[config.mk]
export PLATFORM = sky130hd
export DESIGN_NAME = ram_bus_ctrl
export DESIGN_NICKNAME = d
export VERILOG_FILES = /design/src/rtl/ram_bus_pkg.sv /design/src/rtl/ram_bus_arb.sv /design/src/rtl/ram_bus_ctrl.sv
export SDC_FILE = /design/constraint.sdc
export NUM_CORES = 1
export LEC_CHECK = 0
export CORE_UTILIZATION = 36
export DETAILED_ROUTE_END_ITERATION = 8
export HOLD_SLACK_MARGIN = 0.05
export PLACE_DENSITY_LB_ADDON = 0.12
export SYNTH_ARGS = -nofsm -noshare
export SYNTH_HDL_FRONTEND = slang
export SYNTH_SLANG_ARGS = --single-unit
[constraint.sdc]
create_clock -name clk_in -period 3.7 [get_ports clk_in]
set_input_delay 1.11 -clock clk_in [delete_from_list [all_inputs] [get_ports clk_in]]
set_output_delay 1.11 -clock clk_in [all_outputs]
set_load 0.01 [all_outputs]
[src/rtl/ram_bus_pkg.sv]
// ram_bus_pkg: state, size and owner encodings shared by the RAM bus
// controller and its arbiter.
package ram_bus_pkg;

   typedef enum logic [2:0] {
      IDLE,
      PRIME,
      XFER,
      TAIL,
      DONE
   } state_t;

   typedef enum logic {
      OWN_IF = 1'b0,
      OWN_LS = 1'b1
   } owner_t;

   localparam logic [1:0] SZ_B = 2'd0;
   localparam logic [1:0] SZ_H = 2'd1;
   localparam logic [1:0] SZ_W = 2'd2;

   // Index of the last byte of an access: 0 for bytes, 1 for halves, 3 for words.
   function automatic logic [1:0] size_last_idx(input logic [1:0] size);
      case (size)
         SZ_B:    size_last_idx = 2'd0;
         SZ_H:    size_last_idx = 2'd1;
         SZ_W:    size_last_idx = 2'd3;
         default: size_last_idx = 2'd3;
      endcase
   endfunction

endpackage

[src/rtl/ram_bus_arb.sv]
// ram_bus_arb: picks which requester (IF or LSU) owns the next RAM transfer.
// Build option RAM_BUS_RR_EN: round-robin on simultaneous requests instead of
// fixed LSU priority; without it the last_grant register does not exist.
module ram_bus_arb
   import ram_bus_pkg::*;
(
   input  logic   clk_in,
   input  logic   rst_in,
   input  logic   if_req,
   input  logic   ls_req,
   input  logic   take,
   output logic   grant_valid,
   output owner_t grant_owner
);

`ifdef RAM_BUS_RR_EN
   owner_t last_grant;
`else
   logic unused_arb_inputs;
   assign unused_arb_inputs = clk_in ^ rst_in ^ take;
`endif

   // Grant selection: any request is valid, contention resolved by policy.
   always_comb begin
      grant_valid = if_req | ls_req;
      grant_owner = OWN_IF;
`ifdef RAM_BUS_RR_EN
      if (if_req && ls_req) begin
         grant_owner = (last_grant == OWN_IF) ? OWN_LS : OWN_IF;
      end else if (ls_req) begin
         grant_owner = OWN_LS;
      end
`else
      if (ls_req) begin
         grant_owner = OWN_LS;
      end
`endif
   end

`ifdef RAM_BUS_RR_EN
   // Remember who won the most recent grant so the other side wins the next tie.
   always_ff @(posedge clk_in) begin
      if (rst_in) begin
         last_grant <= OWN_IF;
      end else if (take && grant_valid) begin
         last_grant <= grant_owner;
      end
   end
`endif

endmodule

[src/rtl/ram_bus_ctrl.sv]
// ram_bus_ctrl: byte-serial controller sharing the 8-bit RAM between the
// instruction fetch unit and the load/store unit. Splits 1/2/4-byte accesses
// into little-endian byte cycles and reassembles read words.
// Build option RAM_BUS_RR_EN selects round-robin arbitration (see ram_bus_arb).
module ram_bus_ctrl #(
   parameter int ADDR_WIDTH = 17
) (
   input  logic                  clk_in,
   input  logic                  rst_in,
   input  logic                  if_req_in,
   input  logic [ADDR_WIDTH-1:0] if_addr_in,
   input  logic                  if_clr_in,
   output logic                  if_done_out,
   output logic [31:0]           if_data_out,
   input  logic                  ls_req_in,
   input  logic                  ls_wr_in,
   input  logic [1:0]            ls_size_in,
   input  logic [ADDR_WIDTH-1:0] ls_addr_in,
   input  logic [31:0]           ls_wdata_in,
   output logic                  ls_done_out,
   output logic [31:0]           ls_rdata_out,
   output logic                  ram_en_out,
   output logic                  ram_r_nw_out,
   output logic [ADDR_WIDTH-1:0] ram_a_out,
   output logic [7:0]            ram_d_out,
   input  logic [7:0]            ram_d_in
);
   import ram_bus_pkg::*;

   state_t                state_q;
   state_t                state_d;
   owner_t                owner_q;
   logic                  wr_q;
   logic [1:0]            last_q;
   logic [1:0]            k_q;
   logic [ADDR_WIDTH-1:0] base_q;
   logic [ADDR_WIDTH-1:0] addr_k;
   logic [31:0]           wdata_q;
   logic [31:0]           data_q;
   logic                  grant_valid;
   owner_t                grant_owner;
   logic                  grant_wr;
   logic                  if_req_eff;
   logic                  if_clr_owned;
   logic                  grant_take;

   // A flush in the same cycle as an IF request cancels that request.
   assign if_req_eff   = if_req_in & ~if_clr_in;
   assign grant_wr     = (grant_owner == OWN_LS) & ls_wr_in;
   assign grant_take   = (state_q == IDLE) & ~rst_in;
   assign if_clr_owned = (owner_q == OWN_IF) & if_clr_in;
   assign addr_k       = base_q + ADDR_WIDTH'(k_q);

   // Read data is presented only to the port that owns the current transfer.
   assign if_data_out  = (owner_q == OWN_IF) ? data_q : 32'h0;
   assign ls_rdata_out = (owner_q == OWN_LS) ? data_q : 32'h0;

   ram_bus_arb u_arb (
      .clk_in      (clk_in),
      .rst_in      (rst_in),
      .if_req      (if_req_eff),
      .ls_req      (ls_req_in),
      .take        (grant_take),
      .grant_valid (grant_valid),
      .grant_owner (grant_owner)
   );

   // Next state and RAM pin drive. While reset is asserted the pins are held
   // idle so a write byte in flight is not committed at the resetting edge.
   always_comb begin
      state_d      = state_q;
      ram_en_out   = 1'b0;
      ram_r_nw_out = 1'b1;
      ram_a_out    = '0;
      ram_d_out    = 8'h00;
      if_done_out  = 1'b0;
      ls_done_out  = 1'b0;
      if (!rst_in) begin
         case (state_q)
            IDLE: begin
               if (grant_valid) begin
                  state_d = grant_wr ? PRIME : XFER;
               end
            end
            PRIME: begin
               ram_en_out = 1'b1;
               ram_a_out  = base_q;
               state_d    = XFER;
            end
            XFER: begin
               ram_en_out = 1'b1;
               ram_a_out  = addr_k;
               if (wr_q) begin
                  ram_r_nw_out = 1'b0;
                  ram_d_out    = wdata_q[{k_q, 3'b000} +: 8];
               end
               if (k_q == last_q) begin
                  state_d = wr_q ? DONE : TAIL;
               end
               if (if_clr_owned) begin
                  state_d = IDLE;
               end
            end
            TAIL: begin
               state_d = if_clr_owned ? IDLE : DONE;
            end
            DONE: begin
               state_d = IDLE;
               if (owner_q == OWN_LS) begin
                  ls_done_out = 1'b1;
               end else begin
                  if_done_out = ~if_clr_in;
               end
            end
            default: begin
               state_d = IDLE;
            end
         endcase
      end
   end

   // State register, command latch on grant, byte counter and read assembly.
   always_ff @(posedge clk_in) begin
      if (rst_in) begin
         state_q <= IDLE;
         owner_q <= OWN_IF;
         wr_q    <= 1'b0;
         last_q  <= 2'd0;
         k_q     <= 2'd0;
         base_q  <= '0;
         wdata_q <= 32'h0;
         data_q  <= 32'h0;
      end else begin
         state_q <= state_d;
         case (state_q)
            IDLE: begin
               if (grant_valid) begin
                  owner_q <= grant_owner;
                  wr_q    <= grant_wr;
                  k_q     <= 2'd0;
                  data_q  <= 32'h0;
                  if (grant_owner == OWN_LS) begin
                     last_q  <= size_last_idx(ls_size_in);
                     base_q  <= ls_addr_in;
                     wdata_q <= ls_wdata_in;
                  end else begin
                     last_q  <= 2'd3;
                     base_q  <= if_addr_in;
                     wdata_q <= 32'h0;
                  end
               end
            end
            XFER: begin
               k_q <= k_q + 2'd1;
               if (!wr_q && (k_q != 2'd0)) begin
                  data_q[{k_q - 2'd1, 3'b000} +: 8] <= ram_d_in;
               end
            end
            TAIL: begin
               data_q[{last_q, 3'b000} +: 8] <= ram_d_in;
            end
            default: begin
            end
         endcase
      end
   end

endmodule

==> results of run 1 <==
==> kinds of logic after synthesis <==
logic type               after synthesis
adder cells (fa/ha/maj)               14
AO/OA/AOI/OAI                        140
XOR/XNOR                               2
multiplexers                          29
flip-flops                            90
AND/OR/NAND/NOR                      227
buffers and inverters                 53
==> layer usage <==
metal | vias to the layer above | part of all wire (%) | global-route usage [%]
met2 | 177 | 47 | 33.6
met3 | 14 | 4.9 | 4.02
li1 | 2351 | - | -
met5 | - | 0 | 0
met1 | 2202 | 46 | 26.4
met4 | 0 | 1.6 | 5.54
==> flip-flops by register name (all words and copies together), names as in the netlist <==
register / cells
last_q: 2
base_q: 17
state_q: 3
data_q: 32
wr_q: 1
owner_q: 1
k_q: 2
wdata_q: 32
==> worst max-delay path, delay by kind of cell <==
family / cells / cell delay [ns]
compound gates: 2 / 0.30
buf+inv: 3 / 0.92
simple gates: 1 / 0.20
==> final cells by class <==
type,instances,area share [%]
Clock buffer,13,3.74
Multi-Input combinational cell,412,40.9
Sequential cell,90,25.0
Timing Repair Buffer,196,26.3
Tap cell,176,3.05
Clock inverter,3,0.641
Inverter,8,0.416
==> final timing paths <==
path                                 start       endpoint  slack, ns  cells after the start
worst max register to register      k_q[0]     data_q[29]       1.22                      6
worst max-delay path                rst_in  ram_a_out[11]       0.06                      6
worst min-delay path            data_q[13]     data_q[13]       0.48                      1
worst min register to register  data_q[13]     data_q[13]       0.48                      1
==> what timing repair did <==
action	4_1_cts	5_1_grt
gates resized for setup	12	13
buffers inserted	1	0
pin swaps	1	2
setup endpoints to repair	9	8
==> layout by cell type (no fill, tap or decap), types with 6 or more instances in the layout <==
| master | n |
|---|---|
| a31oi_1 | 9 |
| a22oi_1 | 35 |
| dfxtp_1 | 88 |
| a21oi_1 | 11 |
| inv_1 | 8 |
| ha_1 | 11 |
| clkbuf_16 | 9 |
| nand3_1 | 9 |
| a22o_1 | 32 |
| a211oi_1 | 21 |
| and2_1 | 33 |
| clkdlybuf4s50_1 | 165 |
| nor2_1 | 66 |
| mux4_2 | 8 |
| nand4_1 | 6 |
| o21ai_0 | 6 |
| nor3_1 | 7 |
| buf_4 | 20 |
| nor2b_1 | 43 |
| and3_1 | 10 |
| nand2_1 | 26 |
| mux2i_1 | 17 |
==> power by group through the flow <==
stage	combinational, uW	sequential [uW]	clock (uW)
global route	758	1160	1020
floorplan	458	1120	0
CTS	689	1140	971
finish	689	1150	955
detailed placement	687	1170	0
global placement	674	1160	0
==> per-stage QoR <==
stage	instance area [um2]	hold slack, ns
2_1_floorplan	4920	0.448
3_3_place_gp	6870	0.472
3_5_place_dp	6870	0.475
4_1_cts	7210	0.489
5_1_grt	7220	0.516
6_report	7220	0.485
==> flow_metrics.env, run 1 <==
export IMPL_status="complete, no violations"
export IMPL_cts_buffer_depth=2
export IMPL_drt_total_wl_mm=14.3
export IMPL_worst_pin_slew_ns=1.03
export IMPL_numCtsBuffers=9
export IMPL_power_frac_clock_pct=34.2
export IMPL_cap_violations=0
export IMPL_hold_class="register to register"
export IMPL_num_rows=42
export IMPL_viasPerCell=5.28
export IMPL_postSynthAreaPerCell_um2=8.87
export IMPL_synth_mux_area_share_pct=8.03
export IMPL_synth_edf_count=0
export IMPL_final_nets=813
export IMPL_dieArea_mm2=0.0141
export IMPL_ys_types=53
export IMPL_htreeDepth=3
export IMPL_clk_pin_slew_ns=0.06
export IMPL_max_freq_mhz=275
export IMPL_place_inst=881
export IMPL_drc=0
export IMPL_ys_seq_area_share_pct=36.6
export IMPL_antenna_cells=0
export IMPL_fill_cells=1237
export IMPL_netSwitchingFraction_pct=30.0
export IMPL_fin_crit_sh_pct=98.3
export IMPL_synth_top_cells_by_count="dfxtp_1 (90), nor2_1 (66), nor2b_1 (43)"
export IMPL_design_portCount=175
export IMPL_grt_usage_pct=20.2
export IMPL_multi_input_area_mm2=0.00295
export IMPL_synth_top_family_by_area="simple AND/OR/NAND/NOR gates"
export IMPL_vdd_drop_max_uv=213
export IMPL_drt_iter0_markers=193
export IMPL_stdcell_count=898
export IMPL_grt_antenna_before_repair=0
export IMPL_power_internal_uw=1950
export IMPL_utilization_pct=54.3
export IMPL_async_reset_ff_share_pct=0
export IMPL_cp_max_fo=12
export IMPL_synth_area_mm2=0.00492
export IMPL_synthXorXnorAreaFrac_pct=0.356
export IMPL_synth_compound_area_share_pct=21.8
export IMPL_power_uw=2790
export IMPL_crit_required_ns=2.59
export IMPL_place_hpwl_mm=10.6
export IMPL_critPathMaxStageDelay_ns=0.57
export IMPL_min_period_ns=3.64
export IMPL_power_frac_comb_pct=24.7
export IMPL_synth_flop_cell="dfxtp_1"
export IMPL_syn2layout_area_growth_pct=46.7
export IMPL_yosysWarningCount=0
export IMPL_rsz0062_at_grt="yes"
export IMPL_drive_above_1_share_pct=10.5
export IMPL_switching_power_uw=837
export IMPL_finClkSkew_ns=0.00408
export IMPL_tns_ns=0
export IMPL_hold_viol=0
export IMPL_tritoncts="yes"
export IMPL_clk_latency_ns=0.34
export IMPL_wl_per_cell_um=15.9
export IMPL_root_buffer="clkbuf_16"
export IMPL_cp_start_kind="input port"
export IMPL_endpoint_kind="primary output"
export IMPL_synth_area_leaders="dfxtp_1 (37%), a22o_1 (5.7%), nor2b_1 (5.5%)"
export IMPL_crit_arrival_ns=2.53
export IMPL_antenna_left=0
export IMPL_p_per_area_mw_per_mm2=387
export IMPL_postLayoutSetupSlackWorst_ns=0.0625
export IMPL_drv_slew=0
export IMPL_gr_total_overflow=0
export IMPL_via_count=4744
export IMPL_regArea_mm2=0.00180
export IMPL_first_pass_iters=4
export IMPL_place_ws_ns=0.0481
export IMPL_cts_sinks=90
export IMPL_cts_hold_buffers=0
export IMPL_initial_core_util_pct=37.0
export IMPL_seq_power_share_pct=41.1
export IMPL_cpMaxStageDelayCell="clkdlybuf4s50_1"
export IMPL_grt_pass1_wl_mm=22.9
export IMPL_relSlewSlack_pct=31.2
export IMPL_yosysTopAreaCell="dfxtp_1"
export IMPL_syn_inst=555
export IMPL_p_leak_uw=0.00275
export IMPL_portBuffers=174
export IMPL_setup_viol=0
export IMPL_yosys_cell_count_top_type="dfxtp_1"
export IMPL_ys_ff_latch=90
export IMPL_crit_chain="buf_2, nor4b_2, buf_4, o21ai_0, a31oi_1, clkdlybuf4s50_1"
export IMPL_grt_start_max_net_pins=43
export IMPL_yosys_area_share_adder_pct=3.71
export IMPL_synth_top_area_share_pct=36.6
export IMPL_grt_pass1_vias=4484
export IMPL_yosys_area_share_simple_pct=25.1
export IMPL_fp_dieH_um=119
export IMPL_synthesis_nets=651
export IMPL_place_gp_congestion=0.826
export IMPL_criticalPathCategory="input port to primary output"
export IMPL_core_region_area_mm2=0.0133
export IMPL_fp_dieW_um=119
Power figures use the tool's default switching activity.
==> inputs of run 2 (changes only) <==
CORE_MARGIN = 4   (was not set)
==> flow_metrics.env, run 2 (same netlist as run 1, synthesis figures left out) <==
export IMPL_cts_sinks=90
export IMPL_min_period_ns=3.62
export IMPL_hold_depth=1
export IMPL_fp_dieW_um=125
export IMPL_reg_top3="data_q (32), wdata_q (32), base_q (17)"
export IMPL_power_uw=2850
export IMPL_grt_usage_pct=18.2
export IMPL_grt_pass1_vias=4485
export IMPL_relSlewSlack_pct=29.2
export IMPL_final_nets=813
export IMPL_vdd_drop_max_uv=201
export IMPL_grt_pass1_wl_mm=23.4
export IMPL_initial_core_util_pct=37.0
export IMPL_endpoint_kind="primary output"
export IMPL_cp_max_fo=6
export IMPL_clk_latency_ns=0.34
export IMPL_drc=0
export IMPL_criticalPathCategory="register to primary output"
export IMPL_crit_arrival_ns=2.51
export IMPL_regArea_mm2=0.00180
export IMPL_worstReg2RegStart="k_q[0]"
export IMPL_max_freq_mhz=276
export IMPL_setup_viol=0
export IMPL_tns_ns=0
export IMPL_portBuffers=174
export IMPL_place_hpwl_mm=11.0
export IMPL_finClkSkew_ns=0.00608
export IMPL_syn2layout_area_growth_pct=47.1
export IMPL_cts_buffer_depth=2
export IMPL_drt_total_wl_mm=14.7
export IMPL_cts_hold_buffers=0
export IMPL_design_portCount=175
export IMPL_gr_total_overflow=0
export IMPL_rsz0062_at_grt="yes"
export IMPL_crit_chain="ha_2, inv_1, fa_1, and4b_2, nor2b_1, buf_4, a31o_2, nand3_1, dlygate4sd2_1"
export IMPL_reg2reg_depth=6
export IMPL_layout_commonest_cell="clkdlybuf4s50_1"
export IMPL_grt_antenna_before_repair=0
export IMPL_htreeDepth=3
export IMPL_drt_iter0_markers=321
export IMPL_p_leak_uw=0.00280
export IMPL_drv_slew=0
export IMPL_via_count=4712
export IMPL_root_buffer="clkbuf_16"
export IMPL_core_region_area_mm2=0.0133
export IMPL_fin_crit_sh_pct=97.9
export IMPL_num_rows=42
export IMPL_place_gp_congestion=0.772
export IMPL_status="complete, no violations"
export IMPL_cap_violations=0
export IMPL_hold_class="register to register"
export IMPL_ff2ff_setup_slack_ns=1.19
export IMPL_dieArea_mm2=0.0156
export IMPL_crit_required_ns=2.59
export IMPL_cp_start_kind="register"
export IMPL_drive_above_1_share_pct=10.8
export IMPL_fill_cells=1257
export IMPL_first_pass_iters=4
export IMPL_crit_family="adder cells"
export IMPL_wl_per_cell_um=16.4
export IMPL_hold_viol=0
export IMPL_p_per_area_mw_per_mm2=394
export IMPL_antenna_left=0
export IMPL_grt_start_max_net_pins=37
export IMPL_tritoncts="yes"
export IMPL_hold_start="data_q[5]"
export IMPL_worst_pin_slew_ns=1.06
export IMPL_viasPerCell=5.25
export IMPL_r2r_end="data_q[26]"
export IMPL_clk_pin_slew_ns=0.07
export IMPL_final_cell_mix="clkdlybuf4s50_1 (163), dfxtp_1 (88), nor2_1 (66)"
export IMPL_whs_ns=0.492
export IMPL_multi_input_area_mm2=0.00295
export IMPL_whs_endpoint="data_q[5]"
export IMPL_numCtsBuffers=9
export IMPL_antenna_cells=0
export IMPL_critPathMaxStageDelay_ns=0.40
export IMPL_cpMaxStageDelayCell="fa_1"
export IMPL_fp_dieH_um=125
export IMPL_critPathBufInv=3
==> run 2: changes by cell type in the layout (fill, tap and decap cells not counted), moves of 2 or more <==
cell	before	now
a311oi_1	5	3
a311oi_2	0	2
clkbuf_2	2	4
clkbuf_8	3	1
clkdlybuf4s50_1	165	163
dlymetal6s2s_1	0	2
inv_6	0	2
==> run 2: layout make-up <==
class	instances	share of cell area, %
multi-input combinational	412	40.8
timing repair buffer	196	26.2
sequential	90	24.9
clock buffer	10	3.30
tap	176	3.04
clock inverter	6	1.33
inverter	8	0.415
==> run 2: report_power, final <==
part           internal, uW  leakage (uW)  switching, uW
logic                   323       0.00190            366
clock network           620      0.000162            395
registers              1050      0.000736            100
==> run 2: layer usage <==
layer | GRT usage (%) | share of wire (%) | vias to the layer above | wire length [um]
met4 | 5.10 | 1.0 | 0 | 149
met3 | 3.60 | 5.7 | 12 | 843
met2 | 30.0 | 48 | 149 | 7030
li1 | - | - | 2360 | -
met5 | 0 | 0 | - | 0
met1 | 24.3 | 46 | 2191 | 6720
==> run 2: repair_timing <==
action / in CTS / in global routing
resized for setup: 13 / 15
setup endpoints to repair: 12 / 10
setup buffers: 0 / 2
pin swaps: 0 / 1
endpoints found under the hold margin: 0 / 0
cloned: 0 / 0
==> run 2: worst max-delay path by stage <==
stage	start	end	slack (ns)	cells after the start
5_1_grt	state_q[2]	ram_a_out[5]	-0.02	5
3_3_place_gp	rst_in	ram_a_out[16]	0.06	7
6_report	base_q[0]	ram_a_out[16]	0.08	9
4_1_cts	base_q[0]	ram_a_out[8]	-0.009	9
2_1_floorplan	k_q[1]	ram_a_out[8]	0.15	7
3_5_place_dp	rst_in	ram_a_out[16]	0.01	7
==> run 2: metrics by stage <==
step                util (%)  cells  area (um2)  setup WS (ns)
finish                  54.4    898        7240         0.0786
detailed placement      51.7    880        6870         0.0132
floorplan                  -    555        4920          0.148
CTS                     54.3    896        7220       -0.00853
global route            54.4    898        7240        -0.0233
global placement        51.7    880        6870         0.0634
